==> src/rtl/mod_a_feeder.sv <==
// Circular FIFO of operand bit pairs feeding mod_a's in1/in2 under valid/ready handshakes.
// Optional rejected-write counter enabled by defining MOD_A_FEEDER_DROP_CNT_EN.
module mod_a_feeder #(
    parameter int DEPTH = 4
) (
    input  logic                       clk,
    input  logic                       rst_n,
    input  logic                       wr_valid,
    input  logic                       wr_in1,
    input  logic                       wr_in2,
    output logic                       wr_ready,
    output logic                       in1,
    output logic                       in2,
    output logic                       rd_valid,
    input  logic                       rd_ready,
    output logic [$clog2(DEPTH):0]     count
`ifdef MOD_A_FEEDER_DROP_CNT_EN
    ,
    output logic [7:0]                 drop_cnt
`endif
);

    localparam int AW = $clog2(DEPTH);
    localparam int CW = AW + 1;
    localparam logic [CW-1:0] FULL_LVL = CW'(DEPTH);

    logic [AW-1:0]    r_wr_ptr;
    logic [AW-1:0]    r_rd_ptr;
    logic [CW-1:0]    r_count;
    logic [DEPTH-1:0] r_mem1;
    logic [DEPTH-1:0] r_mem2;
    logic             r_rd_valid;
    logic             r_wr_ready;
    logic             w_wr_fire;
    logic             w_rd_fire;
    logic [CW-1:0]    w_count_nxt;

    assign w_wr_fire = wr_valid && r_wr_ready;
    assign w_rd_fire = r_rd_valid && rd_ready;

    // Next occupancy: a simultaneous read and write leaves the level unchanged.
    always_comb begin
        w_count_nxt = r_count;
        case ({w_wr_fire, w_rd_fire})
            2'b10:   w_count_nxt = r_count + CW'(1);
            2'b01:   w_count_nxt = r_count - CW'(1);
            default: w_count_nxt = r_count;
        endcase
    end

    // Pointers, occupancy, storage and the flags derived from the next occupancy.
    always_ff @(posedge clk or negedge rst_n) begin
        if (!rst_n) begin
            r_wr_ptr   <= {AW{1'b0}};
            r_rd_ptr   <= {AW{1'b0}};
            r_count    <= {CW{1'b0}};
            r_mem1     <= {DEPTH{1'b0}};
            r_mem2     <= {DEPTH{1'b0}};
            r_rd_valid <= 1'b0;
            r_wr_ready <= 1'b1;
        end else begin
            if (w_wr_fire) begin
                r_mem1[r_wr_ptr] <= wr_in1;
                r_mem2[r_wr_ptr] <= wr_in2;
                r_wr_ptr         <= r_wr_ptr + AW'(1);
            end
            if (w_rd_fire) begin
                r_rd_ptr <= r_rd_ptr + AW'(1);
            end
            r_count    <= w_count_nxt;
            r_rd_valid <= (w_count_nxt != {CW{1'b0}});
            r_wr_ready <= (w_count_nxt != FULL_LVL);
        end
    end

    // Head entry is masked to zero whenever nothing valid is presented.
    assign in1      = r_rd_valid & r_mem1[r_rd_ptr];
    assign in2      = r_rd_valid & r_mem2[r_rd_ptr];
    assign rd_valid = r_rd_valid;
    assign wr_ready = r_wr_ready;
    assign count    = r_count;

`ifdef MOD_A_FEEDER_DROP_CNT_EN
    logic [7:0] r_drop_cnt;

    // Saturating count of writes offered while full.
    always_ff @(posedge clk or negedge rst_n) begin
        if (!rst_n) begin
            r_drop_cnt <= 8'd0;
        end else if (wr_valid && !r_wr_ready && (r_drop_cnt != 8'd255)) begin
            r_drop_cnt <= r_drop_cnt + 8'd1;
        end else begin
            r_drop_cnt <= r_drop_cnt;
        end
    end

    assign drop_cnt = r_drop_cnt;
`endif

endmodule

==> config.mk <==
export PLATFORM = sky130hd
export DESIGN_NAME = mod_a_feeder
export DESIGN_NICKNAME = d
export VERILOG_FILES = /design/src/rtl/mod_a_feeder.sv
export SDC_FILE = /design/constraint.sdc
export NUM_CORES = 1
export LEC_CHECK = 0
export CAP_MARGIN = 15
export CORE_MARGIN = 1.5
export CORE_UTILIZATION = 46
export CTS_CLUSTER_SIZE = 40
export DETAILED_ROUTE_END_ITERATION = 10
export GPL_TIMING_DRIVEN = 0
export PLACE_DENSITY = 0.82
export SYNTH_ARGS = -nofsm -noshare
export SYNTH_HDL_FRONTEND = slang
export SYNTH_SLANG_ARGS = --single-unit
==> constraint.sdc <==
create_clock -name clk -period 1.8 [get_ports clk]
set_input_delay 0.36 -clock clk [delete_from_list [all_inputs] [get_ports clk]]
set_output_delay 0.36 -clock clk [all_outputs]
set_load 0.005 [all_outputs]
==> impl_metrics.env <==
export IMPL_maxSlewViolCount=0
export IMPL_grt_max_degree=18
export IMPL_setup_violations=2
export IMPL_core_area_um2=1710
export IMPL_antennaDiodeCount=0
export IMPL_synth_nets=72
export IMPL_crit_fanout=3
export IMPL_syn_area_um2=836
export IMPL_critPathRequiredTime_ps=1440
export IMPL_grt_pass1_vias=547
export IMPL_drtPass1Iterations=4
export IMPL_fill_cells=129
export IMPL_worst_pin_slew_ps=742
export IMPL_grt_usage_pct=17.7
export IMPL_power_density_nw_per_um2=1760
export IMPL_wl_per_cell_um=13.6
export IMPL_fin_hold_ws_ps=503
export IMPL_drive_above_1_share_pct=41.5
export IMPL_cts_tree="done"
export IMPL_num_rows=15
export IMPL_fin_cells=107
export IMPL_rsz0062_at_grt="yes"
export IMPL_worstPathArrival_ps=1520
export IMPL_postCtsHoldBufs=0
export IMPL_synth_seq_cells=17
export IMPL_netlist_instances=60
export IMPL_hpwl_mm=1.07
export IMPL_die_h_um=45.6
export IMPL_r2r_worst_path_cells=6
export IMPL_syn_to_final_growth_pct=33.2
export IMPL_highest_layer="met4"
export IMPL_finalInstanceArea_um2=1110
export IMPL_yosysUniqueCellTypes=18
export IMPL_vias_per_cell=4.90
export IMPL_clock_path_buffers=2
export IMPL_grt_overflow=0
export IMPL_postRouteAntennaNets=0
export IMPL_drtIter0Drc=14
export IMPL_cts_clk_slew_worst_paths_ps=100
export IMPL_yosysTopAreaCell="dfrtp_1"
export IMPL_yosys_area_top_type_share_pct=47.9
export IMPL_reg2reg_from="wr_ready"
export IMPL_leakage_nw=0.464
export IMPL_yosysSeqAreaShare_pct=51.0
export IMPL_route_detailed_drc=0
export IMPL_reg2reg_slack_ps=20
export IMPL_place_area_um2=1000
export IMPL_grt_antenna_before_repair=0
export IMPL_die_width_um=45.6
export IMPL_vias=524
export IMPL_relSlewSlack_pct=50.4
export IMPL_root_buffer="clkbuf_4"
export IMPL_synthTopCellsByArea="dfrtp_1 (48%), mux2_2 (13%), ha_1 (7.5%)"
export IMPL_gp_congestion=0.733
export IMPL_final_nets=95
export IMPL_cts_made_buffers=3
export IMPL_grt_pass1_wl_mm=2.53
export IMPL_syn_avg_cell_area_um2=13.9
export IMPL_maxCapViolations=0
export IMPL_status="complete, but fails checks"
export IMPL_io_pins=13
export IMPL_fmax_mhz=532
export IMPL_finalWirelength_mm=1.46
export IMPL_hold_violations=0
export IMPL_cts_sinks=17
export IMPL_pre_cts_slack_ps=-473
export IMPL_htreeDepth=1
export IMPL_finClkSkew_ps=4.91
export IMPL_start_util_pct=48.9
export IMPL_hold_class="in2async"
export IMPL_cp_end_kind="output pin"
export IMPL_peakVddDrop_v=0.000922
export IMPL_dp_cells=97
export IMPL_start_kind="flop"
export IMPL_wl_met3_um=49
export IMPL_min_period_ps=1880
export IMPL_utilization_pct=65.2
export IMPL_port_buffer_count=12
export IMPL_dieArea_um2=2080
export IMPL_violations="negative setup slack"
export IMPL_clk_latency_ps=290
export IMPL_finalCritPeriodShare_pct=104
export IMPL_layout_setup_ws_ps=-81.0
export IMPL_wl_met2_um=758
export IMPL_met1_length_um=645
export IMPL_critPathKind="reg2out"
export IMPL_ys_warn_count=0
export IMPL_rr_endpoint="wr_ready"
how the worst max path moves through the flow:
stage	start	endpoint	cells past startpoint
after floorplan	wr_ready	rd_valid	6
after global placement	wr_valid	rd_valid	6
after detailed placement	wr_valid	rd_valid	6
after CTS	r_rd_ptr[0]	in2	4
after global routing	r_rd_ptr[0]	in2	4
final	r_rd_ptr[0]	in2	4
sequential cells by signal (all words and copies together) (netlist names):
name      flops
count         3
r_mem1        4
r_mem2        4
r_rd_ptr      2
r_wr_ptr      2
rd_valid      1
wr_ready      1
layer usage:
layer | global-route usage (%) | up-vias
li1 | - | 253
met1 | 22.7 | 257
met2 | 28.5 | 12
met3 | 4.76 | 2
met4 | 7.06 | 0
met5 | 0 | -
cells in the final DEF (no fill, tap or decap), types with 2 or more instances in the layout:
master,netlist,routed
and2_1,3,2
buf_2,0,2
buf_4,0,4
buf_6,0,2
clkbuf_4,0,3
clkdlybuf4s50_1,0,9
dfrtp_1,16,15
ha_1,5,4
inv_1,2,2
mux2_2,10,10
mux4_2,0,2
nand3_1,4,4
xnor2_1,5,4
report_power, final:
part	total, mW	internal, mW	switching [mW]
registers	0.746	0.577	0.169
clock network	0.203	0.0860	0.117
logic	1.01	0.643	0.365
total	1.96	1.31	0.651
cells by family (layout without fill, tap and decap cells):
group	after synthesis	in the layout	synth area share, %
fa+ha+maj	6	6	9.88
compound gates	4	4	2.84
mux	12	12	19.8
flops	17	17	51.0
xor+xnor	6	6	6.29
simple gates	13	13	9.28
buf+inv	2	24	0.899
stage by stage:
stage,total power [mW],setup TNS (ps)
global route,2.11,-414
detailed placement,1.61,-1990
finish,1.96,-136
floorplan,1.28,0
CTS,1.87,-186
global placement,1.55,-1780
cells in the mapped netlist:
cell type,instances
dfrtp_1,16
mux2_2,10
ha_1,5
xnor2_1,5
nand3_1,4
and2_1,3
inv_1,2
mux4_1,2
nand2_1,2
nor3b_1,2
o21ai_0,2
a21oi_1,1
dfstp_2,1
fa_1,1
nor4bb_1,1
o221ai_1,1
or2_2,1
xor2_1,1
cell type report:
class | count | area, um^2 | area share (%)
repair buffers | 18 | 161 | 14.5
flip-flops and latches | 17 | 428 | 38.4
well taps | 25 | 31.3 | 2.81
inverters | 2 | 7.51 | 0.674
multi-input cells | 41 | 459 | 41.2
clock buffers | 4 | 26.3 | 2.36
what timing repair did:
item | 4_1_cts | 5_1_grt
setup endpoints to repair | 6 | 5
setup buffers | 3 | 3
pin swaps | 5 | 5
resized for setup | 19 | 5
worst max-delay path, cell delays in order, from the launching register on:
cell and delay [ps]:
dfrtp_2 390, buf_6 110, mux4_2 480, and2_1 140, buf_2 120
(Power assumes the default switching activity.)
